File: src/rtl/button_gesture_pkg.sv
// Shared types and sizing helper for the button gesture decoder.
package button_gesture_pkg;

   typedef enum logic [1:0] {IDLE, PRESS, WAIT, HELD} gesture_state_t;

   function automatic int cnt_width(input int a, input int b, input int c);
      int m;
      m = a;
      if (b > m) m = b;
      if (c > m) m = c;
      return $clog2(m) + 1;
   endfunction

endpackage

File: src/rtl/gesture_channel.sv
// One button channel: edge detect, gesture FSM and its click/long/double pulses.
module gesture_channel
   import button_gesture_pkg::*;
#(
   parameter int LONG_CYCLES = 50_000_000,
   parameter int DBL_CYCLES  = 12_500_000,
   parameter int CNT_W       = 27
) (
   input  logic           clk,
   input  logic           i_reset,
   input  logic           button,
   input  logic           force_held,
   output logic           click_pulse,
   output logic           double_pulse,
   output logic           long_pulse,
   output gesture_state_t state
);

   localparam logic [CNT_W-1:0] LONG_LAST = CNT_W'(LONG_CYCLES - 1);
   localparam logic [CNT_W-1:0] DBL_LAST  = CNT_W'(DBL_CYCLES - 1);

   logic [CNT_W-1:0] cnt;
   logic             prev;
   logic             rise;

   assign rise = button & ~prev;

   // prev resets high so a button held through reset must be released first.
   always_ff @(posedge clk) begin
      if (i_reset) begin
         state        <= IDLE;
         cnt          <= '0;
         prev         <= 1'b1;
         click_pulse  <= 1'b0;
         double_pulse <= 1'b0;
         long_pulse   <= 1'b0;
      end else begin
         prev         <= button;
         click_pulse  <= 1'b0;
         double_pulse <= 1'b0;
         long_pulse   <= 1'b0;
         if (force_held) begin
            state <= HELD;
            cnt   <= '0;
         end else begin
            case (state)
               IDLE: begin
                  if (rise) begin
                     state <= PRESS;
                     cnt   <= '0;
                  end
               end
               PRESS: begin
                  if (!button) begin
                     state <= WAIT;
                     cnt   <= '0;
                  end else if (cnt == LONG_LAST) begin
                     state      <= HELD;
                     long_pulse <= 1'b1;
                  end else begin
                     cnt <= cnt + 1'b1;
                  end
               end
               WAIT: begin
                  if (rise) begin
                     state        <= HELD;
                     double_pulse <= 1'b1;
                  end else if (cnt == DBL_LAST) begin
                     state       <= IDLE;
                     click_pulse <= 1'b1;
                  end else begin
                     cnt <= cnt + 1'b1;
                  end
               end
               HELD: begin
                  if (!button) state <= IDLE;
               end
               default: state <= IDLE;
            endcase
         end
      end
   end

endmodule

File: src/rtl/button_gesture.sv
// Turns debounced button levels into click/double/long pulses per channel plus a two-button chord pulse.
module button_gesture
   import button_gesture_pkg::*;
#(
   parameter int N_BUTTONS    = 2,
   parameter int LONG_CYCLES  = 50_000_000,
   parameter int DBL_CYCLES   = 12_500_000,
   parameter int CHORD_CYCLES = 1_000_000
) (
   input  logic                 clk,
   input  logic                 i_reset,
   input  logic [N_BUTTONS-1:0] i_buttons,
   output logic [N_BUTTONS-1:0] o_click,
   output logic [N_BUTTONS-1:0] o_double,
   output logic [N_BUTTONS-1:0] o_long,
   output logic                 o_chord,
   output logic [N_BUTTONS-1:0] o_busy
);

   localparam int CNT_W = cnt_width(LONG_CYCLES, DBL_CYCLES, CHORD_CYCLES);
   localparam logic [CNT_W-1:0] CHORD_LAST = CNT_W'(CHORD_CYCLES - 1);

   logic             both_now;
   logic             both_q;
   logic             chord_latch;
   logic [CNT_W-1:0] chord_cnt;
   gesture_state_t   ch_state [N_BUTTONS];

   assign both_now = i_buttons[0] & i_buttons[1];

   for (genvar b = 0; b < N_BUTTONS; b++) begin : g_ch
      localparam bit CHORD_CH = (b < 2);
      gesture_channel #(
         .LONG_CYCLES (LONG_CYCLES),
         .DBL_CYCLES  (DBL_CYCLES),
         .CNT_W       (CNT_W)
      ) u_ch (
         .clk          (clk),
         .i_reset      (i_reset),
         .button       (i_buttons[b]),
         .force_held   (CHORD_CH & both_now),
         .click_pulse  (o_click[b]),
         .double_pulse (o_double[b]),
         .long_pulse   (o_long[b]),
         .state        (ch_state[b])
      );
      assign o_busy[b] = (ch_state[b] != IDLE);
   end

   // Chord counts on the registered both-held level so it lines up with channel pulse timing.
   always_ff @(posedge clk) begin
      if (i_reset) begin
         both_q      <= 1'b0;
         chord_cnt   <= '0;
         chord_latch <= 1'b0;
         o_chord     <= 1'b0;
      end else begin
         both_q  <= both_now;
         o_chord <= 1'b0;
         if (!both_q) begin
            chord_cnt <= '0;
         end else if (chord_cnt != CHORD_LAST) begin
            chord_cnt <= chord_cnt + 1'b1;
         end else if (!chord_latch) begin
            o_chord     <= 1'b1;
            chord_latch <= 1'b1;
         end
         if (i_buttons[1:0] == 2'b00) chord_latch <= 1'b0;
      end
   end

endmodule
File: config.mk
export PLATFORM = sky130hd
export DESIGN_NAME = button_gesture
export DESIGN_NICKNAME = d
export VERILOG_FILES = /design/src/rtl/button_gesture_pkg.sv /design/src/rtl/gesture_channel.sv /design/src/rtl/button_gesture.sv
export SDC_FILE = /design/constraint.sdc
export NUM_CORES = 1
export LEC_CHECK = 0
export CELL_PAD_IN_SITES_DETAIL_PLACEMENT = 0
export CELL_PAD_IN_SITES_GLOBAL_PLACEMENT = 1
export CORE_UTILIZATION = 53
export DETAILED_ROUTE_END_ITERATION = 8
export DONT_BUFFER_PORTS = 1
export GPL_TIMING_DRIVEN = 0
export MAX_ROUTING_LAYER = met4
export PLACE_DENSITY = 0.82
export SLEW_MARGIN = 25
export SYNTH_ARGS = -nofsm -noshare
export SYNTH_HDL_FRONTEND = slang
export SYNTH_SLANG_ARGS = --single-unit
File: constraint.sdc
create_clock -name clk -period 3.6 [get_ports clk]
set_clock_uncertainty 0.05 [all_clocks]
set_input_delay 0.54 -clock clk [delete_from_list [all_inputs] [get_ports clk]]
set_output_delay 0.54 -clock clk [all_outputs]
set_load 0.005 [all_outputs]
==> results.cfg, run 1 <==
[run_status]
status = finished clean

[layout]
syn_to_final_growth_pct = 7.06
antennaDiodeCount = 0
nNetsFinal = 620
layout_commonest_cell = dfxtp_1
postLayoutCoreUtil_pct = 58.7
most-common-layout-cells = dfxtp_1, nand2_1, nor2_1
drive_above_1_share_pct = 9.57

[logic_synthesis]
yosys.area.top_type = dfxtp_1
yosys_most_used_dff = dfxtp_1
synth_edf_count = 0
synth-seq-area-share_pct = 37.8
synth_top_area_share_pct = 37.8
syn-cell-area_um2 = 5090
yosysWarnings = 0
ys_async_sr_fraction_pct = 0
synthesis.nets = 609
syn_area_per_cell_um2 = 8.62
netlist_instances = 590
synthTopCellsByArea = dfxtp_1, xor2_1, nand2_1
ys_ff_latch = 96
ys_types = 68

[detailed_routing]
avgViaCountPerCell = 5.96
ant_nets = 0
finalWirelength_um = 11700
wl_per_cell_um = 15.9
vias = 4377
drcViolationCount = 0
drt-initial-drc-count = 218
firstDrtPassIters = 5

[clock_tree]
cts_buffer_depth = 2
clockRootBuffer = clkbuf_8
clkTransAtPathRegs_ns = 0.09
htreeDepth = 3
cts_num_sinks = 96
holdBufCountCts = 0
cts_tree = yes
post_cts_resize_count = 0
cts-buffers-inserted = 9
insertion_delay_ns = 0.37
cts_setup_buffers = 0

[sta]
period_share_pct = 79.3
hold_violations = 0
tns_ns = 0
rsz0062_at_grt = no
worst_pin_slew_ns = 0.686
slew_violations = 0
clock.fmax_ghz = 0.350
min_period_ns = 2.85
slew_headroom_pct = 53.9
setup_viol = 0

[floorplan]
io_pins = 13
dieArea_um2 = 9990
die_y_um = 100
row_count = 35
die_w_um = 100
core_um2 = 9280
start_util_pct = 54.8

[global_route]
grt_pass1_wl_um = 19200
grt_pass1_vias = 3952
grt_use_total_pct = 24.9
grt_antenna_before_repair = 0
grt_max_degree = 16
grt_remaining_overflow = 0

[critical_path]
max_stage_delay_ns = 0.58
end_kind = register
cp-start-kind = register
crit_arrival_ns = 3.11
critPathRequiredTime_ns = 3.85
crit_chain = ha_1 -> and4_1 -> nand4_1 -> o21ai_2 -> a211oi_2 -> clkbuf_1 -> a41oi_1 -> a31oi_1
path_max_fanout = 10
crit_path_top_delay_cell = a211oi_2
crit_type = register to register

[power_and_ir_drop]
powerDensity_nw_per_um2 = 408
p_total_mw = 2.22
ir_worst_vdd_mv = 0.331
p_leak_nw = 1.86

[place]
port_buffers = 0
gp_congestion = 0.911
dp_hpwl_um = 8450

[worst_hold_path]
hp-class = register to register

[job]
cap_violations = 0
==> final timing paths <==
| path | start | endpoint | slack [ns] | cells after the start |
|---|---|---|---|---|
| hold / removal | chord_latch$_SDFFE_PP0P_ | o_chord$_SDFF_PP0_ | 0.38 | 1 |
| setup / recovery | g_ch[0].u_ch.cnt[0]$_SDFFE_PP0P_ | g_ch[0].u_ch.cnt[13]$_SDFFE_PP0P_ | 0.75 | 8 |
| hold reg to reg | chord_latch$_SDFFE_PP0P_ | o_chord$_SDFF_PP0_ | 0.38 | 1 |
| setup reg to reg | g_ch[0].u_ch.cnt[0]$_SDFFE_PP0P_ | g_ch[0].u_ch.cnt[13]$_SDFFE_PP0P_ | 0.75 | 8 |
==> area by class of cell <==
cell class	count	area, µm²
Clock buffer	11	141
Tap cell	129	161
Sequential cell	96	1920
Fill cell	892	3840
Inverter	13	48.8
Buffer	26	174
Multi-Input combinational cell	455	2940
Clock inverter	5	56.3
==> sequential cells by signal, summed over array words and instances, names as in the netlist <==
signal,cells
g_ch.u_ch.long_pulse,2
g_ch.u_ch.double_pulse,2
g_ch.u_ch.cnt,54
g_ch.u_ch.state,4
g_ch.u_ch.click_pulse,2
chord_cnt,27
o_chord,1
both_q,1
g_ch.u_ch.prev,2
chord_latch,1
==> cell usage after synthesis, types with 5 or more instances <==
library cell / count
and3_1: 24
xnor2_1: 13
or4_1: 6
inv_1: 13
dfxtp_1: 96
or2_2: 5
nor3_1: 16
nor2_1: 55
xor2_1: 29
nand2_1: 55
nor2_4: 10
clkbuf_1: 11
o31ai_1: 5
ha_1: 15
a41oi_1: 5
a21oi_1: 27
or3_1: 7
o21ai_0: 18
nor4_1: 14
nor2b_1: 5
nand4_1: 21
o41ai_1: 5
and4_1: 7
nand3_1: 37
o211ai_1: 7
a21o_1: 7
buf_4: 7
==> stage by stage <==
stage	instance area [µm²]	worst slack, ns	instances	hold WS, ns
after floorplan	5090	1.35	590	0.349
after global placement	5250	0.862	719	0.378
after detailed placement	5250	0.867	719	0.375
after CTS	5450	0.840	735	0.382
after global routing	5450	0.633	735	0.385
final	5450	0.746	735	0.383
==> worst max-delay path: cells and delay by family (launching register included) <==
family | cells | cell delay (ns)
AO/OA/AOI/OAI | 4 | 1.07
buffers and inverters | 1 | 0.51
AND/OR/NAND/NOR | 2 | 0.46
flip-flops | 1 | 0.38
adder cells (fa/ha/maj) | 1 | 0.31
==> layer usage <==
metal | global-route usage, % | routed length [µm]
met5 | - | 0
met2 | 37.5 | 5150
met1 | 34.4 | 5870
met3 | 4.25 | 538
met4 | 7.24 | 111
==> report_power, final <==
part           switching (mW)  internal, mW
Clock                   0.375         0.339
Combinational           0.271         0.128
Sequential             0.0250          1.08
==> cells by family (layout without fill, tap and decap cells) <==
| logic type | Yosys count | in the layout | share of synthesized area (%) |
|---|---|---|---|
| XOR/XNOR | 42 | 42 | 7.23 |
| flip-flops | 96 | 96 | 37.8 |
| multiplexers | 3 | 3 | 0.590 |
| buffers and inverters | 39 | 55 | 4.38 |
| AND/OR/NAND/NOR | 292 | 292 | 32.4 |
| AO/OA/AOI/OAI | 103 | 103 | 13.9 |
| adder cells (fa/ha/maj) | 15 | 15 | 3.69 |
Note: power is estimated with default switching activity, not from simulation.
==> run 2: changes to the inputs <==
- CORE_UTILIZATION: 53 -> 44
- PLACE_DENSITY: 0.82 -> 0.72
- clock period: 3.6 -> 2.6 ns (I/O delays scaled with it)
==> results.cfg, run 2 (same netlist as run 1, synthesis figures left out) <==
[detailed_routing]
drcViolationCount = 0
firstDrtPassIters = 4
vias = 4224
ant_nets = 0
finalWirelength_um = 11800
wl_per_cell_um = 15.9
avgViaCountPerCell = 5.67
drt-initial-drc-count = 265

[layout]
most-common-layout-cells = dfxtp_1, nand2_1, nor2_1
syn_to_final_growth_pct = 12.9
nNetsFinal = 620
antennaDiodeCount = 0
reg_top3 = g_ch.u_ch.cnt (54), chord_cnt (27), g_ch.u_ch.state (4)
largest-register = g_ch.u_ch.cnt
finalInstanceArea_um2 = 5740
largest_reg_flops = 54
layout_commonest_cell = dfxtp_1
drive_above_1_share_pct = 12.6
postLayoutCoreUtil_pct = 52.1

[critical_path]
critPathRequiredTime_ns = 2.79
timing.rr.start = g_ch[1].u_ch.state[0]$_SDFFE_PP0P_
end_kind = register
crit_path_top_delay_cell = a211o_1
crit_chain = inv_1 -> ha_1 -> and3b_1 -> a211o_1 -> a21oi_4 -> a21o_1 -> buf_6 -> buf_12 -> nor2_4
crit_type = register to register
max_stage_delay_ns = 0.44
cp-startpoint = g_ch[1].u_ch.state[0]$_SDFFE_PP0P_
path_max_fanout = 10
crit_arrival_ns = 2.63
cp-start-kind = register

[clock_tree]
holdBufCountCts = 0
cts_num_sinks = 96
cts_tree = yes
insertion_delay_ns = 0.35
htreeDepth = 3
cts-buffers-inserted = 9
cts_buffer_depth = 2
clockRootBuffer = clkbuf_16
clkTransAtPathRegs_ns = 0.06

[worst_hold_path]
hp-class = input pin to register
hp-start = i_buttons[0]

[floorplan]
core_um2 = 11000
dieArea_um2 = 12000
io_pins = 13
die_w_um = 110
row_count = 38
start_util_pct = 46.1
die_y_um = 110

[power_and_ir_drop]
powerDensity_nw_per_um2 = 635
p_leak_nw = 1.98
ir_worst_vdd_mv = 0.617
p_total_mw = 3.65

[sta]
min_period_ns = 2.44
hold_violations = 0
period_share_pct = 93.9
holdWs_ns = 0.292
tns_ns = 0
worst_pin_slew_ns = 0.757
clock.fmax_ghz = 0.410
setup_viol = 0
rsz0062_at_grt = yes
slew_headroom_pct = 49.1
slew_violations = 0

[place]
port_buffers = 0
dp_hpwl_um = 8520
gp_congestion = 0.829
placed_area_um2 = 5260

[run_status]
status = finished clean

[global_route]
grt_antenna_before_repair = 0
grt_use_total_pct = 21.6
grt_pass1_vias = 3874
grt_max_degree = 16
grt_remaining_overflow = 0
grt_pass1_wl_um = 19300

[job]
cap_violations = 0
run 2: metrics by stage:
stage | setup slack [ns] | instances
after floorplan | 0.351 | 590
after global placement | -0.154 | 730
after detailed placement | -0.0776 | 730
after global routing | -0.00846 | 745
after CTS | 0.00850 | 745
final | 0.159 | 745
run 2: area by class of cell:
cell class / count / area, µm²
clock buffer: 10 / 239
buffer: 25 / 175
timing repair buffer: 1 / 7.51
inverter: 13 / 48.8
sequential: 96 / 1920
fill: 1062 / 5290
clock inverter: 5 / 105
multi-input combinational: 455 / 3070
tap: 140 / 175
run 2: path summary, 6_finish.rpt:
path	end	slack (ns)	cells past startpoint
hold / removal	g_ch[0].u_ch.prev$_SDFF_PP1_	0.29	2
setup reg to reg	g_ch[1].u_ch.cnt[0]$_SDFFE_PP0P_	0.16	9
hold reg to reg	o_chord$_SDFF_PP0_	0.40	1
setup / recovery	g_ch[1].u_ch.cnt[0]$_SDFFE_PP0P_	0.16	9
run 2: what timing repair did:
item | 4_1_cts | 5_1_grt
pin swaps | 0 | 1
resized for setup | 4 | 24
setup buffers | 0 | 1
setup endpoints to repair | 20 | 33
run 2: power breakdown:
part / leakage [nW] / internal [mW] / switching [mW] / total (mW)
Clock: 0.161 / 0.960 / 0.565 / 1.53
Combinational: 1.04 / 0.192 / 0.389 / 0.581
Sequential: 0.776 / 1.50 / 0.0388 / 1.54
Total: 1.98 / 2.65 / 0.994 / 3.65
run 2: per-layer routing:
layer,routed length [µm],vias up,track usage (%)
li1,-,2170,-
met1,6030,1976,29.6
met5,0,-,-
met4,129,0,5.81
met2,5070,66,31.4
met3,599,12,5.75
run 2: critical path, delay by kind of cell, from the launching register on:
kind | cells | cell delay (ns)
AOI/OAI and AO/OA | 3 | 0.84
adders and majority gates | 1 | 0.29
buffers and inverters | 3 | 0.46
DFF | 1 | 0.42
and+or+nand+nor | 2 | 0.25
==> run 3: changes to the inputs <==
- PLACE_DENSITY: 0.72 -> default
- PLACE_DENSITY_LB_ADDON: default -> 0.05
==> results.cfg, run 3 (same netlist as run 1, synthesis figures left out) <==
[floorplan]
die_w_um = 110
start_util_pct = 46.1
die_y_um = 110
dieArea_um2 = 12000
row_count = 38
core_um2 = 11000
io_pins = 13

[place]
port_buffers = 0
gp_congestion = 0.842
dp_cells = 730
dp_hpwl_um = 8770

[global_route]
busiest_layer = met2
grt_pass1_vias = 3912
use_met2_pct = 33.6
grt_pass1_wl_um = 19700
grt_remaining_overflow = 0
grt_use_total_pct = 22.4
met1_usage_pct = 29.9
grt_max_degree = 15
grt_antenna_before_repair = 0
grt_use_met3_pct = 5.93

[clock_tree]
clkTransAtPathRegs_ns = 0.07
cts_tree = yes
cts-buffers-inserted = 9
htreeDepth = 3
clockRootBuffer = clkbuf_16
cts_buffer_depth = 2
holdBufCountCts = 0
cts_num_sinks = 96
insertion_delay_ns = 0.36

[detailed_routing]
ant_nets = 0
vias = 4329
wl_per_cell_um = 16.4
avgViaCountPerCell = 5.79
finalWirelength_um = 12300
drcViolationCount = 0
drt-initial-drc-count = 221
firstDrtPassIters = 4

[layout]
syn_to_final_growth_pct = 11.5
largest-register = g_ch.u_ch.cnt
most-common-layout-cells = dfxtp_1, nand2_1, nor2_1
reg_top3 = g_ch.u_ch.cnt (54), chord_cnt (27), g_ch.u_ch.state (4)
register_area_um2 = 1920
multi_input_area_um2 = 3010
nNetsFinal = 622
fill_cells = 1069
layout_commonest_cell = dfxtp_1
antennaDiodeCount = 0
fin_cells = 748
drive_above_1_share_pct = 11.8
postLayoutCoreUtil_pct = 51.4
largest_reg_flops = 54

[sta]
slew_violations = 0
clock.fmax_ghz = 0.398
period_share_pct = 96.6
slew_headroom_pct = 51.0
worst_pin_slew_ns = 0.729
setup_viol = 0
hold_violations = 0
holdWs_ns = 0.281
rsz0062_at_grt = yes
min_period_ns = 2.51

[critical_path]
crit_type = register to register
timing.rr.start = g_ch[0].u_ch.cnt[0]$_SDFFE_PP0P_
end_kind = register
regToRegEndpoint = g_ch[0].u_ch.cnt[21]$_SDFFE_PP0P_
cp-start-kind = register
rr_worst_depth = 8
r2r_setup_slack_ns = 0.09
endpoint = g_ch[0].u_ch.cnt[21]$_SDFFE_PP0P_
cp-startpoint = g_ch[0].u_ch.cnt[0]$_SDFFE_PP0P_
crit_arrival_ns = 2.74
path_max_fanout = 10
critPathRequiredTime_ns = 2.83

[run_status]
status = finished clean

[worst_hold_path]
hp-class = input pin to register
hp-start = i_buttons[0]

[power_and_ir_drop]
p_total_mw = 3.53
powerDensity_nw_per_um2 = 622
p_leak_nw = 1.96
ir_worst_vdd_mv = 0.544

[job]
cap_violations = 0
-- run 3: through the flow --
| stage | setup WS, ns | TNS [ns] | cell area [µm²] |
|---|---|---|---|
| floorplan | 0.351 | 0 | 5090 |
| CTS | 0.000437 | 0 | 5600 |
| global placement | -0.164 | -1.17 | 5260 |
| detailed placement | -0.126 | -0.965 | 5260 |
| finish | 0.0886 | 0 | 5670 |
| global route | -0.0343 | -0.0891 | 5670 |
-- run 3: layout make-up --
type	count	area share, %
clock inverters	2	0.618
repair buffers	3	0.397
inverters	13	0.861
clock buffers	14	5.01
flip-flops and latches	96	33.9
multi-input cells	455	53.0
plain buffers	25	3.09
well taps	140	3.09
-- run 3: critical path, cell delays in order, from the launching register on --
cell,delay [ns]
dfxtp_1,0.36
ha_2,0.25
and4_2,0.29
nand4_1,0.16
o21ai_2,0.10
a211o_2,0.41
buf_6,0.18
or4_1,0.46
a21oi_1,0.17
-- run 3: report_power, final --
part           switching [mW]  internal [mW]  total (mW)
clock network           0.565          0.850        1.42
logic                   0.389          0.188       0.577
registers              0.0347           1.50        1.53
total                   0.989           2.54        3.53
-- run 3: how the worst min path moves through the flow --
stage,end,slack [ns],cells past startpoint
6_report,g_ch[0].u_ch.prev$_SDFF_PP1_,0.28,2
5_1_grt,g_ch[0].u_ch.prev$_SDFF_PP1_,0.28,2
4_1_cts,g_ch[0].u_ch.prev$_SDFF_PP1_,0.27,2
3_5_place_dp,o_chord$_SDFF_PP0_,0.38,1
3_3_place_gp,o_chord$_SDFF_PP0_,0.37,1
2_1_floorplan,o_chord$_SDFF_PP0_,0.35,1
-- run 3: metal layers --
layer	routed length (µm)	vias up
met4	133	0
met3	426	11
met2	5520	54
met1	6210	2088
met5	0	-
li1	-	2176
-- run 3: repair_timing --
item / 4_1_cts / 5_1_grt
pin swaps: 0 / 1
resized for setup: 4 / 13
gates cloned: 0 / 0
setup endpoints to repair: 25 / 33
setup buffers: 0 / 3
